[src/rtl/div_sqrt_pkg.sv]
// Shared FP32 constants, encodings and FSM state for the div/sqrt issue controller.
// Imported by the classifier, the handshake interface and the top level.
package div_sqrt_pkg;

  localparam int C_OP   = 32;
  localparam int C_MANT = 23;
  localparam int C_EXP  = 8;
  localparam int C_PC   = 5;
  localparam int BIAS   = 127;

  localparam logic [C_EXP-1:0] EXP_ALL1 = '1;
  localparam logic [C_EXP+1:0] EXP_OVF  = 10'(2 * BIAS + 1);

  localparam logic [C_OP-1:0] QNAN = 32'h7FC0_0000;
  localparam logic [C_OP-1:0] PINF = 32'h7F80_0000;
  localparam logic [C_OP-1:0] MAXF = 32'h7F7F_FFFF;

  typedef enum logic [1:0] {
    RM_NEAR  = 2'd0,
    RM_TRUNC = 2'd1,
    RM_PINF  = 2'd2,
    RM_MINF  = 2'd3
  } rm_e;

  typedef enum logic [2:0] {
    S_IDLE,
    S_ISSUE,
    S_WAIT,
    S_NORM,
    S_OUT
  } state_e;

  typedef struct packed {
    logic nv;
    logic dz;
    logic of;
    logic uf;
  } flags_t;

  function automatic logic [C_OP-1:0] sgn_inf(input logic s);
    return {s, PINF[C_OP-2:0]};
  endfunction

  function automatic logic [C_OP-1:0] sgn_zero(input logic s);
    return {s, {(C_OP-1){1'b0}}};
  endfunction

endpackage

[src/rtl/div_sqrt_issue_ctrl_if.sv]
// Request/response valid-ready bundle of the div/sqrt issue controller.
// slave is the controller side, master is the requester/consumer side.
interface div_sqrt_issue_ctrl_if;
  import div_sqrt_pkg::*;

  logic              In_valid_SI;
  logic              In_ready_SO;
  logic              Op_div_SI;
  logic [C_OP-1:0]   Operand_a_DI;
  logic [C_OP-1:0]   Operand_b_DI;
  logic [1:0]        Rm_SI;
  logic [C_PC-1:0]   Precision_ctl_SI;
  logic              Out_valid_SO;
  logic              Out_ready_SI;
  logic [C_OP-1:0]   Result_DO;
  logic [3:0]        Flags_DO;

  modport slave (
    input  In_valid_SI,
    input  Op_div_SI,
    input  Operand_a_DI,
    input  Operand_b_DI,
    input  Rm_SI,
    input  Precision_ctl_SI,
    input  Out_ready_SI,
    output In_ready_SO,
    output Out_valid_SO,
    output Result_DO,
    output Flags_DO
  );

  modport master (
    output In_valid_SI,
    output Op_div_SI,
    output Operand_a_DI,
    output Operand_b_DI,
    output Rm_SI,
    output Precision_ctl_SI,
    output Out_ready_SI,
    input  In_ready_SO,
    input  Out_valid_SO,
    input  Result_DO,
    input  Flags_DO
  );

endinterface

[src/rtl/div_sqrt_special_detect.sv]
// Combinational classifier for FP32 div/sqrt operands.
// Denormals count as signed zero; special ops never reach the core.
module div_sqrt_special_detect
  import div_sqrt_pkg::*;
(
  input  logic [C_OP-1:0] op_a_i,
  input  logic [C_OP-1:0] op_b_i,
  input  logic            op_div_i,
  output logic            special_o,
  output logic [C_OP-1:0] result_o,
  output flags_t          flags_o
);

  logic              sa, sb, sq;
  logic [C_EXP-1:0]  ea, eb;
  logic [C_MANT-1:0] fa, fb;
  logic a_zero, a_inf, a_nan, a_snan;
  logic b_zero, b_inf, b_nan, b_snan;

  assign {sa, ea, fa} = op_a_i;
  assign {sb, eb, fb} = op_b_i;
  assign sq = sa ^ sb;

  assign a_zero = (ea == '0);
  assign a_inf  = (ea == EXP_ALL1) && (fa == '0);
  assign a_nan  = (ea == EXP_ALL1) && (fa != '0);
  assign a_snan = a_nan && !fa[C_MANT-1];
  assign b_zero = (eb == '0);
  assign b_inf  = (eb == EXP_ALL1) && (fb == '0);
  assign b_nan  = (eb == EXP_ALL1) && (fb != '0);
  assign b_snan = b_nan && !fb[C_MANT-1];

  // Ordered rule chain: NaN first, then invalid, then inf/zero forms.
  always_comb begin
    special_o = 1'b1;
    result_o  = QNAN;
    flags_o   = '0;
    if (op_div_i) begin
      if (a_nan || b_nan) begin
        flags_o.nv = a_snan || b_snan;
      end else if ((a_zero && b_zero) || (a_inf && b_inf)) begin
        flags_o.nv = 1'b1;
      end else if (a_zero) begin
        result_o = sgn_zero(sq);
      end else if (a_inf) begin
        result_o = sgn_inf(sq);
      end else if (b_zero) begin
        result_o   = sgn_inf(sq);
        flags_o.dz = 1'b1;
      end else if (b_inf) begin
        result_o = sgn_zero(sq);
      end else begin
        special_o = 1'b0;
        result_o  = '0;
      end
    end else begin
      if (a_nan) begin
        flags_o.nv = a_snan;
      end else if (a_zero) begin
        result_o = sgn_zero(sa);
      end else if (sa) begin
        flags_o.nv = 1'b1;
      end else if (a_inf) begin
        result_o = PINF;
      end else begin
        special_o = 1'b0;
        result_o  = '0;
      end
    end
  end

endmodule

[src/rtl/div_sqrt_issue_ctrl.sv]
// Issue/result controller around the iterative div/sqrt mantissa core.
// One op in flight: accept, issue, wait for Done, normalise/pack, present.
module div_sqrt_issue_ctrl
  import div_sqrt_pkg::*;
(
  input  logic              Clk_CI,
  input  logic              Rst_RBI,
  div_sqrt_issue_ctrl_if.slave bus,
  output logic              Div_start_SO,
  output logic              Sqrt_start_SO,
  output logic              Start_SO,
  output logic [C_PC-1:0]   Precision_ctl_SO,
  output logic [C_MANT:0]   Mant_a_DO,
  output logic [C_MANT:0]   Mant_b_DO,
  output logic [C_EXP:0]    Exp_a_DO,
  output logic [C_EXP:0]    Exp_b_DO,
  input  logic              Core_ready_SI,
  input  logic              Core_done_SI,
  input  logic [C_MANT:0]   Mant_z_DI,
  input  logic [C_EXP+1:0]  Exp_z_DI
);

  state_e            state_q, state_d;
  logic              op_div_q, sign_q;
  rm_e               rm_q;
  logic [C_PC-1:0]   pc_q;
  logic [C_MANT:0]   mant_a_q, mant_b_q;
  logic [C_EXP:0]    exp_a_q, exp_b_q;
  logic [C_MANT:0]   mant_z_q;
  logic [C_EXP+1:0]  exp_z_q;
  logic [C_OP-1:0]   result_q;
  flags_t            flags_q;

  logic              accept, issue, capture;
  logic              sp;
  logic [C_OP-1:0]   sp_res;
  flags_t            sp_flags;

  logic [C_MANT-1:0] frac_n;
  logic [C_EXP+1:0]  exp_n;
  logic              ovf_inf;
  logic [C_OP-1:0]   norm_res;
  flags_t            norm_flags;

  div_sqrt_special_detect u_special (
    .op_a_i    (bus.Operand_a_DI),
    .op_b_i    (bus.Operand_b_DI),
    .op_div_i  (bus.Op_div_SI),
    .special_o (sp),
    .result_o  (sp_res),
    .flags_o   (sp_flags)
  );

  assign accept  = bus.In_valid_SI && (state_q == S_IDLE);
  assign issue   = (state_q == S_ISSUE) && Core_ready_SI;
  assign capture = (state_q == S_WAIT) && Core_done_SI;

  // State register.
  always_ff @(posedge Clk_CI or negedge Rst_RBI) begin
    if (!Rst_RBI) state_q <= S_IDLE;
    else          state_q <= state_d;
  end

  // Next-state logic.
  always_comb begin
    state_d = state_q;
    unique case (state_q)
      S_IDLE:  if (accept) state_d = sp ? S_OUT : S_ISSUE;
      S_ISSUE: if (Core_ready_SI) state_d = S_WAIT;
      S_WAIT:  if (Core_done_SI) state_d = S_NORM;
      S_NORM:  state_d = S_OUT;
      S_OUT:   if (bus.Out_ready_SI) state_d = S_IDLE;
      default: state_d = S_IDLE;
    endcase
  end

  // Handshake and core start outputs.
  always_comb begin
    bus.In_ready_SO  = (state_q == S_IDLE);
    bus.Out_valid_SO = (state_q == S_OUT);
    Start_SO         = issue;
    Div_start_SO     = issue && op_div_q;
    Sqrt_start_SO    = issue && !op_div_q;
  end

  // Normalise the core mantissa, then range-check and pack.
  always_comb begin
    frac_n = mant_z_q[C_MANT] ? mant_z_q[C_MANT-1:0]
                              : {mant_z_q[C_MANT-2:0], 1'b0};
    exp_n  = mant_z_q[C_MANT] ? exp_z_q : exp_z_q - 10'd1;
    ovf_inf = (rm_q == RM_NEAR)
           || ((rm_q == RM_PINF) && !sign_q)
           || ((rm_q == RM_MINF) && sign_q);
    norm_flags = '0;
    if ($signed(exp_n) >= $signed(EXP_OVF)) begin
      norm_flags.of = 1'b1;
      norm_res = ovf_inf ? sgn_inf(sign_q)
                         : {sign_q, MAXF[C_OP-2:0]};
    end else if ($signed(exp_n) <= $signed(10'd0)) begin
      norm_flags.uf = 1'b1;
      norm_res = sgn_zero(sign_q);
    end else begin
      norm_res = {sign_q, exp_n[C_EXP-1:0], frac_n};
    end
  end

  // Operand latch, core result capture and result register.
  always_ff @(posedge Clk_CI or negedge Rst_RBI) begin
    if (!Rst_RBI) begin
      op_div_q <= 1'b0;
      sign_q   <= 1'b0;
      rm_q     <= RM_NEAR;
      pc_q     <= '0;
      mant_a_q <= '0;
      mant_b_q <= '0;
      exp_a_q  <= '0;
      exp_b_q  <= '0;
      mant_z_q <= '0;
      exp_z_q  <= '0;
      result_q <= '0;
      flags_q  <= '0;
    end else begin
      if (accept) begin
        op_div_q <= bus.Op_div_SI;
        sign_q   <= bus.Op_div_SI
                 && (bus.Operand_a_DI[31] ^ bus.Operand_b_DI[31]);
        rm_q     <= rm_e'(bus.Rm_SI);
        pc_q     <= bus.Precision_ctl_SI;
        mant_a_q <= {1'b1, bus.Operand_a_DI[C_MANT-1:0]};
        mant_b_q <= {1'b1, bus.Operand_b_DI[C_MANT-1:0]};
        exp_a_q  <= {1'b0, bus.Operand_a_DI[30:C_MANT]};
        exp_b_q  <= {1'b0, bus.Operand_b_DI[30:C_MANT]};
        if (sp) begin
          result_q <= sp_res;
          flags_q  <= sp_flags;
        end
      end
      if (capture) begin
        mant_z_q <= Mant_z_DI;
        exp_z_q  <= Exp_z_DI;
      end
      if (state_q == S_NORM) begin
        result_q <= norm_res;
        flags_q  <= norm_flags;
      end
    end
  end

  assign Precision_ctl_SO = pc_q;
  assign Mant_a_DO        = mant_a_q;
  assign Mant_b_DO        = mant_b_q;
  assign Exp_a_DO         = exp_a_q;
  assign Exp_b_DO         = exp_b_q;
  assign bus.Result_DO    = result_q;
  assign bus.Flags_DO     = flags_q;

endmodule

[src/flat_wrapper.sv]
// flat-port wrapper written by rule: the top's interface ports become plain ports
module div_sqrt_issue_ctrl_flat import div_sqrt_pkg::*;
  (Clk_CI, Rst_RBI, Div_start_SO, Sqrt_start_SO, Start_SO, Precision_ctl_SO, Mant_a_DO, Mant_b_DO, Exp_a_DO, Exp_b_DO, Core_ready_SI, Core_done_SI, Mant_z_DI, Exp_z_DI, bus_In_valid_SI, bus_Op_div_SI, bus_Operand_a_DI, bus_Operand_b_DI, bus_Rm_SI, bus_Precision_ctl_SI, bus_Out_ready_SI, bus_In_ready_SO, bus_Out_valid_SO, bus_Result_DO, bus_Flags_DO);
  div_sqrt_issue_ctrl_if bus_i ();
  input  logic Clk_CI;
  input  logic Rst_RBI;
  output logic Div_start_SO;
  output logic Sqrt_start_SO;
  output logic Start_SO;
  output logic [C_PC-1:0] Precision_ctl_SO;
  output logic [C_MANT:0] Mant_a_DO;
  output logic [C_MANT:0] Mant_b_DO;
  output logic [C_EXP:0] Exp_a_DO;
  output logic [C_EXP:0] Exp_b_DO;
  input  logic Core_ready_SI;
  input  logic Core_done_SI;
  input  logic [C_MANT:0] Mant_z_DI;
  input  logic [C_EXP+1:0] Exp_z_DI;
  input wire logic [$bits(bus_i.In_valid_SI)-1:0] bus_In_valid_SI;
  input wire logic [$bits(bus_i.Op_div_SI)-1:0] bus_Op_div_SI;
  input wire logic [$bits(bus_i.Operand_a_DI)-1:0] bus_Operand_a_DI;
  input wire logic [$bits(bus_i.Operand_b_DI)-1:0] bus_Operand_b_DI;
  input wire logic [$bits(bus_i.Rm_SI)-1:0] bus_Rm_SI;
  input wire logic [$bits(bus_i.Precision_ctl_SI)-1:0] bus_Precision_ctl_SI;
  input wire logic [$bits(bus_i.Out_ready_SI)-1:0] bus_Out_ready_SI;
  output wire logic [$bits(bus_i.In_ready_SO)-1:0] bus_In_ready_SO;
  output wire logic [$bits(bus_i.Out_valid_SO)-1:0] bus_Out_valid_SO;
  output wire logic [$bits(bus_i.Result_DO)-1:0] bus_Result_DO;
  output wire logic [$bits(bus_i.Flags_DO)-1:0] bus_Flags_DO;
  assign bus_i.In_valid_SI = bus_In_valid_SI;
  assign bus_i.Op_div_SI = bus_Op_div_SI;
  assign bus_i.Operand_a_DI = bus_Operand_a_DI;
  assign bus_i.Operand_b_DI = bus_Operand_b_DI;
  assign bus_i.Rm_SI = bus_Rm_SI;
  assign bus_i.Precision_ctl_SI = bus_Precision_ctl_SI;
  assign bus_i.Out_ready_SI = bus_Out_ready_SI;
  assign bus_In_ready_SO = bus_i.In_ready_SO;
  assign bus_Out_valid_SO = bus_i.Out_valid_SO;
  assign bus_Result_DO = bus_i.Result_DO;
  assign bus_Flags_DO = bus_i.Flags_DO;
  div_sqrt_issue_ctrl u_core (.Clk_CI(Clk_CI), .Rst_RBI(Rst_RBI), .bus(bus_i), .Div_start_SO(Div_start_SO), .Sqrt_start_SO(Sqrt_start_SO), .Start_SO(Start_SO), .Precision_ctl_SO(Precision_ctl_SO), .Mant_a_DO(Mant_a_DO), .Mant_b_DO(Mant_b_DO), .Exp_a_DO(Exp_a_DO), .Exp_b_DO(Exp_b_DO), .Core_ready_SI(Core_ready_SI), .Core_done_SI(Core_done_SI), .Mant_z_DI(Mant_z_DI), .Exp_z_DI(Exp_z_DI));
endmodule
[config.mk]
export PLATFORM = sky130hd
export DESIGN_NAME = div_sqrt_issue_ctrl_flat
export DESIGN_NICKNAME = d
export VERILOG_FILES = /design/src/rtl/div_sqrt_pkg.sv /design/src/rtl/div_sqrt_issue_ctrl_if.sv /design/src/rtl/div_sqrt_special_detect.sv /design/src/rtl/div_sqrt_issue_ctrl.sv /design/src/flat_wrapper.sv
export SDC_FILE = /design/constraint.sdc
export NUM_CORES = 1
export LEC_CHECK = 0
export ABC_AREA = 1
export BUFFER_PORTS_ARGS = -buffer_cell sky130_fd_sc_hd__buf_2
export CAP_MARGIN = 20
export CORE_ASPECT_RATIO = 1.75
export CORE_MARGIN = 5
export CORE_UTILIZATION = 40
export CTS_CLUSTER_DIAMETER = 150
export DETAILED_ROUTE_END_ITERATION = 16
export PLACE_DENSITY = 0.65
export SLEW_MARGIN = 40
export SYNTH_ARGS = -nofsm -noshare
export SYNTH_HDL_FRONTEND = slang
export SYNTH_SLANG_ARGS = --single-unit
[constraint.sdc]
create_clock -name Clk_CI -period 3.32 [get_ports Clk_CI]
set_input_delay 0.332 -clock Clk_CI [delete_from_list [all_inputs] [get_ports Clk_CI]]
set_output_delay 0.332 -clock Clk_CI [all_outputs]
set_load 0.01 [all_outputs]
==> flow_summary.toml, run 1 <==
[worst_setup_path]
crit_path_start_kind = "register"
crit_path_cell_trace = "inv_1 -> ha_1 -> o21ai_1 -> nand2_1 -> nor2_1 -> nand2_1 -> nor2_1 -> nand3_1 -> nand2_2 -> nand3_2 -> nand3_1 -> nand2_1 -> nand2_1"
critPathTopFamily = "simple AND/OR/NAND/NOR gates"
critPathMaxStageDelay_ns = 0.48
crit_slowest_cell = "dfrtp_1"
critPathCaptureType = "register"
path_class = "register to register"
cpMostUsedCell = "nand2_1"
cp.arrival_ns = 2.86
critPathRequiredTime_ns = 3.68
cp_num_buf_inv = 1
critPathMaxFanout = 24

[global_route]
overflow = 0
grt_pass1_wl_um = 32780
grtUsageTotal_pct = 19.52
antenna_found_initial = 2
grt_pass1_vias = 6717
grt_max_degree = 97

[route]
wl_per_cell_um = 14.79
drc = 0
viasPerCell = 4.778
num_vias = 6460
wl_um = 20000
initialDrtViolationCount = 168
dr.pass1.iters = 4
postRouteAntennaNets = 0

[layout]
regArea_sq_um = 3628
fin_util_pct = 51.28
fin_area_sq_um = 8992
area_growth_pct = 26.20
fill_cells = 1772
layout-drive-gt1-share_pct = 29.82
multi_input_area_sq_um = 3038
fin_nets = 1220

[power]
ir_drop_uv = 438.1
leakagePower_nw = 5.116
p_per_area_nw_per_um2 = 939.5
total_power_mw = 8.449

[clock_network]
clock-sinks = 145
insertion_delay_ns = 0.42
htreeDepth = 4
clk_pin_slew_worst_paths_ns = 0.06
cts_made_buffers = 17
cts_buffer_depth = 2
cts-root-buf = "clkbuf_16"
cts_setup_buffers = 0
cts_tree = "yes"

[sta]
slew_viol_final = 0
tns_ns = 0
max_freq_ghz = 0.3990
max_slew_margin_pct = 53.24
hold_viol = 0
tightest_slew_ns = 0.7013
finalClockSkew_ns = 0.008523
grt_setup_unrepaired = "false"
period_share_pct = 75.49
period_minus_slack_ns = 2.506
setup-violations-final = 0

[yosys]
ys_warn_count = 0
synth.avg_cell_area_sq_um = 7.935
ys_ff_latch = 145
synth_area_sq_um = 7126
syn_inst = 898
seq_area_frac_synth_pct = 50.92
yosysUniqueCellTypes = 42

[die]
initial_core_util_pct = 40.63
die_y_um = 186.6
coreArea_sq_um = 17540
fp.dieArea_sq_um = 20690
num_rows = 64
die_w_um = 110.9
ioPinCount = 224

[placed_design]
hpwlAfterDp_um = 15160
place.gp.congestion = 0.8563
io_buffer_count = 221
place_area_sq_um = 8362

[min_path]
hp-class = "input port to register"

[flow_run]
max_cap_violations = 0

[run_status]
outcome = "completed"
-- cells in the mapped netlist, drive strengths merged --
| cell | count | area share (%) |
|---|---|---|
| o21ai | 36 | 2.6 |
| nand3 | 52 | 4.0 |
| or2 | 1 | 0.088 |
| clkinv | 2 | 0.18 |
| nand4 | 18 | 1.6 |
| inv | 57 | 3.0 |
| mux2 | 24 | 3.8 |
| dfrtp | 145 | 51 |
| ha | 1 | 0.18 |
| nand2 | 424 | 24 |
| nor2 | 72 | 4.4 |
| o211ai | 2 | 0.21 |
| o2bb2ai | 1 | 0.12 |
| buf | 23 | 2.4 |
| xnor2 | 1 | 0.12 |
| nand3b | 1 | 0.11 |
| o22ai | 1 | 0.088 |
| a31oi | 1 | 0.088 |
| conb | 1 | 0.053 |
| nor3 | 4 | 0.44 |
| a21oi | 12 | 0.84 |
| clkbuf | 17 | 0.90 |
| o31ai | 1 | 0.11 |
| xor2 | 1 | 0.12 |
-- cells by family (layout without fill, tap and decap cells) --
group           count (synthesis)  in the layout  synth area share, %
mux                            24             24                3.793
xor+xnor                        2              2               0.2459
fa+ha+maj                       1              1               0.1756
compound gates                 54             54                4.039
flops                         145            145                50.92
other cells                     1              3              0.05263
buf+inv                        99            320                6.532
simple gates                  572            572                34.24
-- per-stage QoR --
step,std cells,setup slack [ns],hold slack [ns]
5_1_grt,1352,0.4619,0.1033
3_5_place_dp,1318,0.8067,0.4037
6_report,1352,0.8138,0.1034
2_1_floorplan,899,1.374,0.03641
4_1_cts,1351,0.7999,0.09161
3_3_place_gp,1318,0.8237,0.4027
-- what timing repair did --
action | CTS | global route
hold buffers | 1 | 0
resized for setup | 0 | 0
hold endpoints to repair | 73 | 0
-- worst reg2reg max path: stages (launching register included) --
cell and delay, ns:
dfrtp_1 0.48, inv_1 0.09, ha_1 0.32, o21ai_1 0.23
nand2_1 0.08, nor2_1 0.10, nand2_1 0.05, nor2_1 0.08
nand3_1 0.08, nand2_2 0.11, nand3_2 0.41, nand3_1 0.29
nand2_1 0.08, nand2_1 0.05
-- area by class of cell --
class,instances,share of cell area (%)
diodes,1,0.02783
clock buffers,21,5.120
clock inverters,11,1.711
inverters,59,2.546
multi-input cells,655,33.78
flip-flops and latches,145,40.35
well taps,231,3.214
repair buffers,229,13.25
-- final timing paths --
check,startpoint,slack (ns),to,cells past startpoint
min reg2reg,u_core.Mant_b_DO[13],0.47,u_core.Mant_b_DO[13],2
max reg2reg,u_core.exp_z_q[0],0.81,u_core.bus.Result_DO[23],13
min in group asynchronous,Rst_RBI,0.47,u_core.Mant_b_DO[6],2
max,u_core.exp_z_q[0],0.81,u_core.bus.Result_DO[23],13
max in group asynchronous,Rst_RBI,1.93,u_core.mant_z_q[6],3
min,bus_Rm_SI[1],0.10,u_core.rm_q[1],3
-- cells in the final DEF, fill, tap and decap left out, types with 3 or more instances in the layout --
cell / instances
nand2_2: 32
bufinv_16: 3
buf_4: 5
a21oi_1: 12
mux2_2: 24
nor3_1: 3
o21ai_0: 34
nand3_1: 49
buf_2: 220
inv_1: 51
dfrtp_1: 145
clkinvlp_4: 5
clkbuf_16: 17
nand2_1: 390
nor2_1: 67
nand4_1: 18
inv_2: 5
-- power breakdown --
| part | internal, mW | switching, mW | leakage, nW |
|---|---|---|---|
| sequential | 2.58 | 0.526 | 1.80 |
| combinational | 1.25 | 2.11 | 3.03 |
| clock | 1.23 | 0.756 | 0.283 |
| total | 5.05 | 3.39 | 5.12 |
-- flip-flops by register name (all words and copies together) (netlist names), 2 cells and up --
signal	cells
u_core.bus.Result_DO	32
u_core.Exp_a_DO	8
u_core.state_q	3
u_core.Mant_a_DO	23
u_core.Exp_b_DO	8
u_core.mant_z_q	24
u_core.Mant_b_DO	24
u_core.bus.Flags_DO	4
u_core.Precision_ctl_SO	5
u_core.exp_z_q	10
u_core.rm_q	2
-- metal layers --
layer,vias to the layer above,wire length [um],GRT usage (%)
li1,3229,-,-
met1,3016,7331,20.21
met2,174,10800,36.65
met3,39,1184,5.089
met4,2,669,8.250
met5,-,13,0
Power figures use the tool's default switching activity.
==> inputs of run 2 (changes only) <==
--- a/config.mk
+++ b/config.mk
@@ -13,7 +13,7 @@
 export CORE_UTILIZATION = 40
 export CTS_CLUSTER_DIAMETER = 150
 export DETAILED_ROUTE_END_ITERATION = 16
-export PLACE_DENSITY = 0.65
+export PLACE_DENSITY = 0.68
 export SLEW_MARGIN = 40
 export SYNTH_ARGS = -nofsm -noshare
 export SYNTH_HDL_FRONTEND = slang
==> constraint.sdc (replaced) <==
create_clock -name Clk_CI -period 2.3 [get_ports Clk_CI]
set_input_delay 0.23 -clock Clk_CI [delete_from_list [all_inputs] [get_ports Clk_CI]]
set_output_delay 0.23 -clock Clk_CI [all_outputs]
set_load 0.01 [all_outputs]
==> run 2 against run 1 <==
Core utilization rose by 1.4 points. Combinational power grew 51%. Sequential power grew 44%. Register-to-register slack worse by 0.59 ns. First-iteration DRC count rose by 23%. Cell count up 1.7%. Non-clock buffer count grew 23. Clock power up 35%. Flip-flop and latch count did not move. Global-route usage grew 0.41 points. Clock skew is 0.0023 ns higher. Critical endpoint unchanged. Largest cell class unchanged.
==> flow_summary.toml, run 2 (same netlist as run 1, synthesis figures left out) <==
[flow_run]
max_cap_violations = 0

[worst_setup_path]
crit_path_start_kind = "register"
critPathRequiredTime_ns = 2.61
path_class = "register to register"
cp.arrival_ns = 2.38
critPathCaptureType = "register"
critPathMaxFanout = 24

[min_path]
hp-class = "input port to register"

[clock_network]
cts_made_buffers = 17
cts-root-buf = "clkbuf_16"
cts_buffer_depth = 2
insertion_delay_ns = 0.42
cts_setup_buffers = 0
clock-sinks = 145
cts_tree = "yes"
clk_pin_slew_worst_paths_ns = 0.06
htreeDepth = 4

[sta]
grt_setup_unrepaired = "false"
hold_viol = 0
tightest_slew_ns = 0.5252
period_minus_slack_ns = 2.077
period_share_pct = 90.32
max_slew_margin_pct = 64.99
tns_ns = 0
finalClockSkew_ns = 0.01086
setup-violations-final = 0
max_freq_ghz = 0.4814
worst_slack_ns = 0.2226
slew_viol_final = 0

[global_route]
overflow = 0
grt_max_degree = 97
grt_pass1_vias = 6857
grtUsageTotal_pct = 19.93
grt_pass1_wl_um = 33400
antenna_found_initial = 1

[power]
clockPowerShare_pct = 21.9
power_frac_seq_pct = 36.4
p_int_mw = 7.226
switching_share_pct = 40.91
leakagePower_nw = 5.245
p_per_area_nw_per_um2 = 1323
ir_drop_uv = 638.2
power_frac_comb_pct = 41.7
p_sw_mw = 5.002
total_power_mw = 12.23

[layout]
largest_reg_flops = 32
final_cells = 1375
most-common-layout-cells = "390 x nand2_1, 220 x buf_2, 145 x dfrtp_1, 65 x nor2_1, 51 x inv_1"
area_growth_pct = 29.69
fill_cells = 1689
layout_commonest_cell = "nand2_1"
fin_nets = 1243
layout-drive-gt1-share_pct = 30.62
fin_util_pct = 52.70

[route]
initialDrtViolationCount = 206
postRouteAntennaNets = 0
dr.pass1.iters = 5
viasPerCell = 4.759
wl_um = 20230
wl_per_cell_um = 14.71
drc = 0
num_vias = 6543

[placed_design]
pre_cts_ws_ns = 0.1819
hpwlAfterDp_um = 15270
place.gp.congestion = 0.8166
io_buffer_count = 221
dp.cells = 1329

[run_status]
outcome = "completed"

[die]
fp.dieArea_sq_um = 20690
die_w_um = 110.9
coreArea_sq_um = 17540
ioPinCount = 224
num_rows = 64
initial_core_util_pct = 40.63
die_y_um = 186.6
## run 2: cell count changes in the layout (fill, tap and decap cells not counted), sizes merged
cell / previous run / this run
buf: 228 / 239
clkinvlp: 5 / 2
bufinv: 3 / 1
dlygate4sd3: 1 / 12
clkinv: 3 / 6
clkbuf: 21 / 19
inv: 59 / 64
## run 2: routing by layer
metal	global-route usage, %	share of wire [%]	vias to the layer above
met5	0	0	-
met4	8.108	3.1	0
met3	6.029	6.3	40
met2	37.35	55	198
met1	20.28	36	3030
li1	-	-	3275
## run 2: through the flow
step / area (sq um) / hold slack, ns
2_1_floorplan: 7129 / -0.06559
3_3_place_gp: 8494 / 0.2231
3_5_place_dp: 8494 / 0.2228
4_1_cts: 9190 / 0.0002786
5_1_grt: 9241 / 0.007300
6_report: 9241 / 0.01753
## run 2: path summary, 6_finish.rpt
path / startpoint / end / slack [ns] / cells after the start
worst min-delay path: bus_Operand_a_DI[8] / u_core.Mant_a_DO[8] / 0.02 / 3
max in group asynchronous: Rst_RBI / u_core.mant_z_q[8] / 1.11 / 4
worst max register to register: u_core.exp_z_q[1] / u_core.bus.Result_DO[23] / 0.22 / 13
min in group asynchronous: Rst_RBI / u_core.Mant_b_DO[6] / 0.33 / 2
worst max-delay path: u_core.exp_z_q[1] / u_core.bus.Result_DO[23] / 0.22 / 13
worst min register to register: u_core.Mant_b_DO[19] / u_core.Mant_b_DO[19] / 0.47 / 2
## run 2: power by group through the flow
stage | Clock [mW] | Sequential [mW] | Combinational (mW)
after global placement | 0 | 4.45 | 5.01
final | 2.68 | 4.45 | 5.09
after floorplan | 0 | 4.75 | 2.93
after CTS | 2.75 | 4.45 | 5.11
after global routing | 2.86 | 4.61 | 5.77
after detailed placement | 0 | 4.45 | 5.09
## run 2: cell type report
class,count,area (sq um),share of cell area (%)
tap,231,289.0,3.128
antenna,1,2.502,0.02708
inverter,59,234.0,2.532
multi-input combinational,655,3045,32.95
clock buffer,18,429.2,4.644
clock inverter,14,146.4,1.584
sequential,145,3628,39.26
timing repair buffer,252,1466,15.87
## run 2: what timing repair did
| item | CTS | global route |
|---|---|---|
| hold endpoints to repair | 61 | 0 |
| hold buffers | 12 | 0 |
| setup endpoints to repair | 0 | 30 |
| resized for setup | 0 | 8 |
## run 2: critical path: stages, from the launching register on
cell	delay [ns]
dfrtp_1	0.43
inv_1	0.09
ha_2	0.33
nand2_1	0.05
o21ai_0	0.08
nand4_1	0.16
nor3_4	0.18
nand3_4	0.14
nand2_4	0.11
inv_6	0.10
nand3_1	0.10
nand3_1	0.07
nand2_1	0.09
nand2_1	0.04
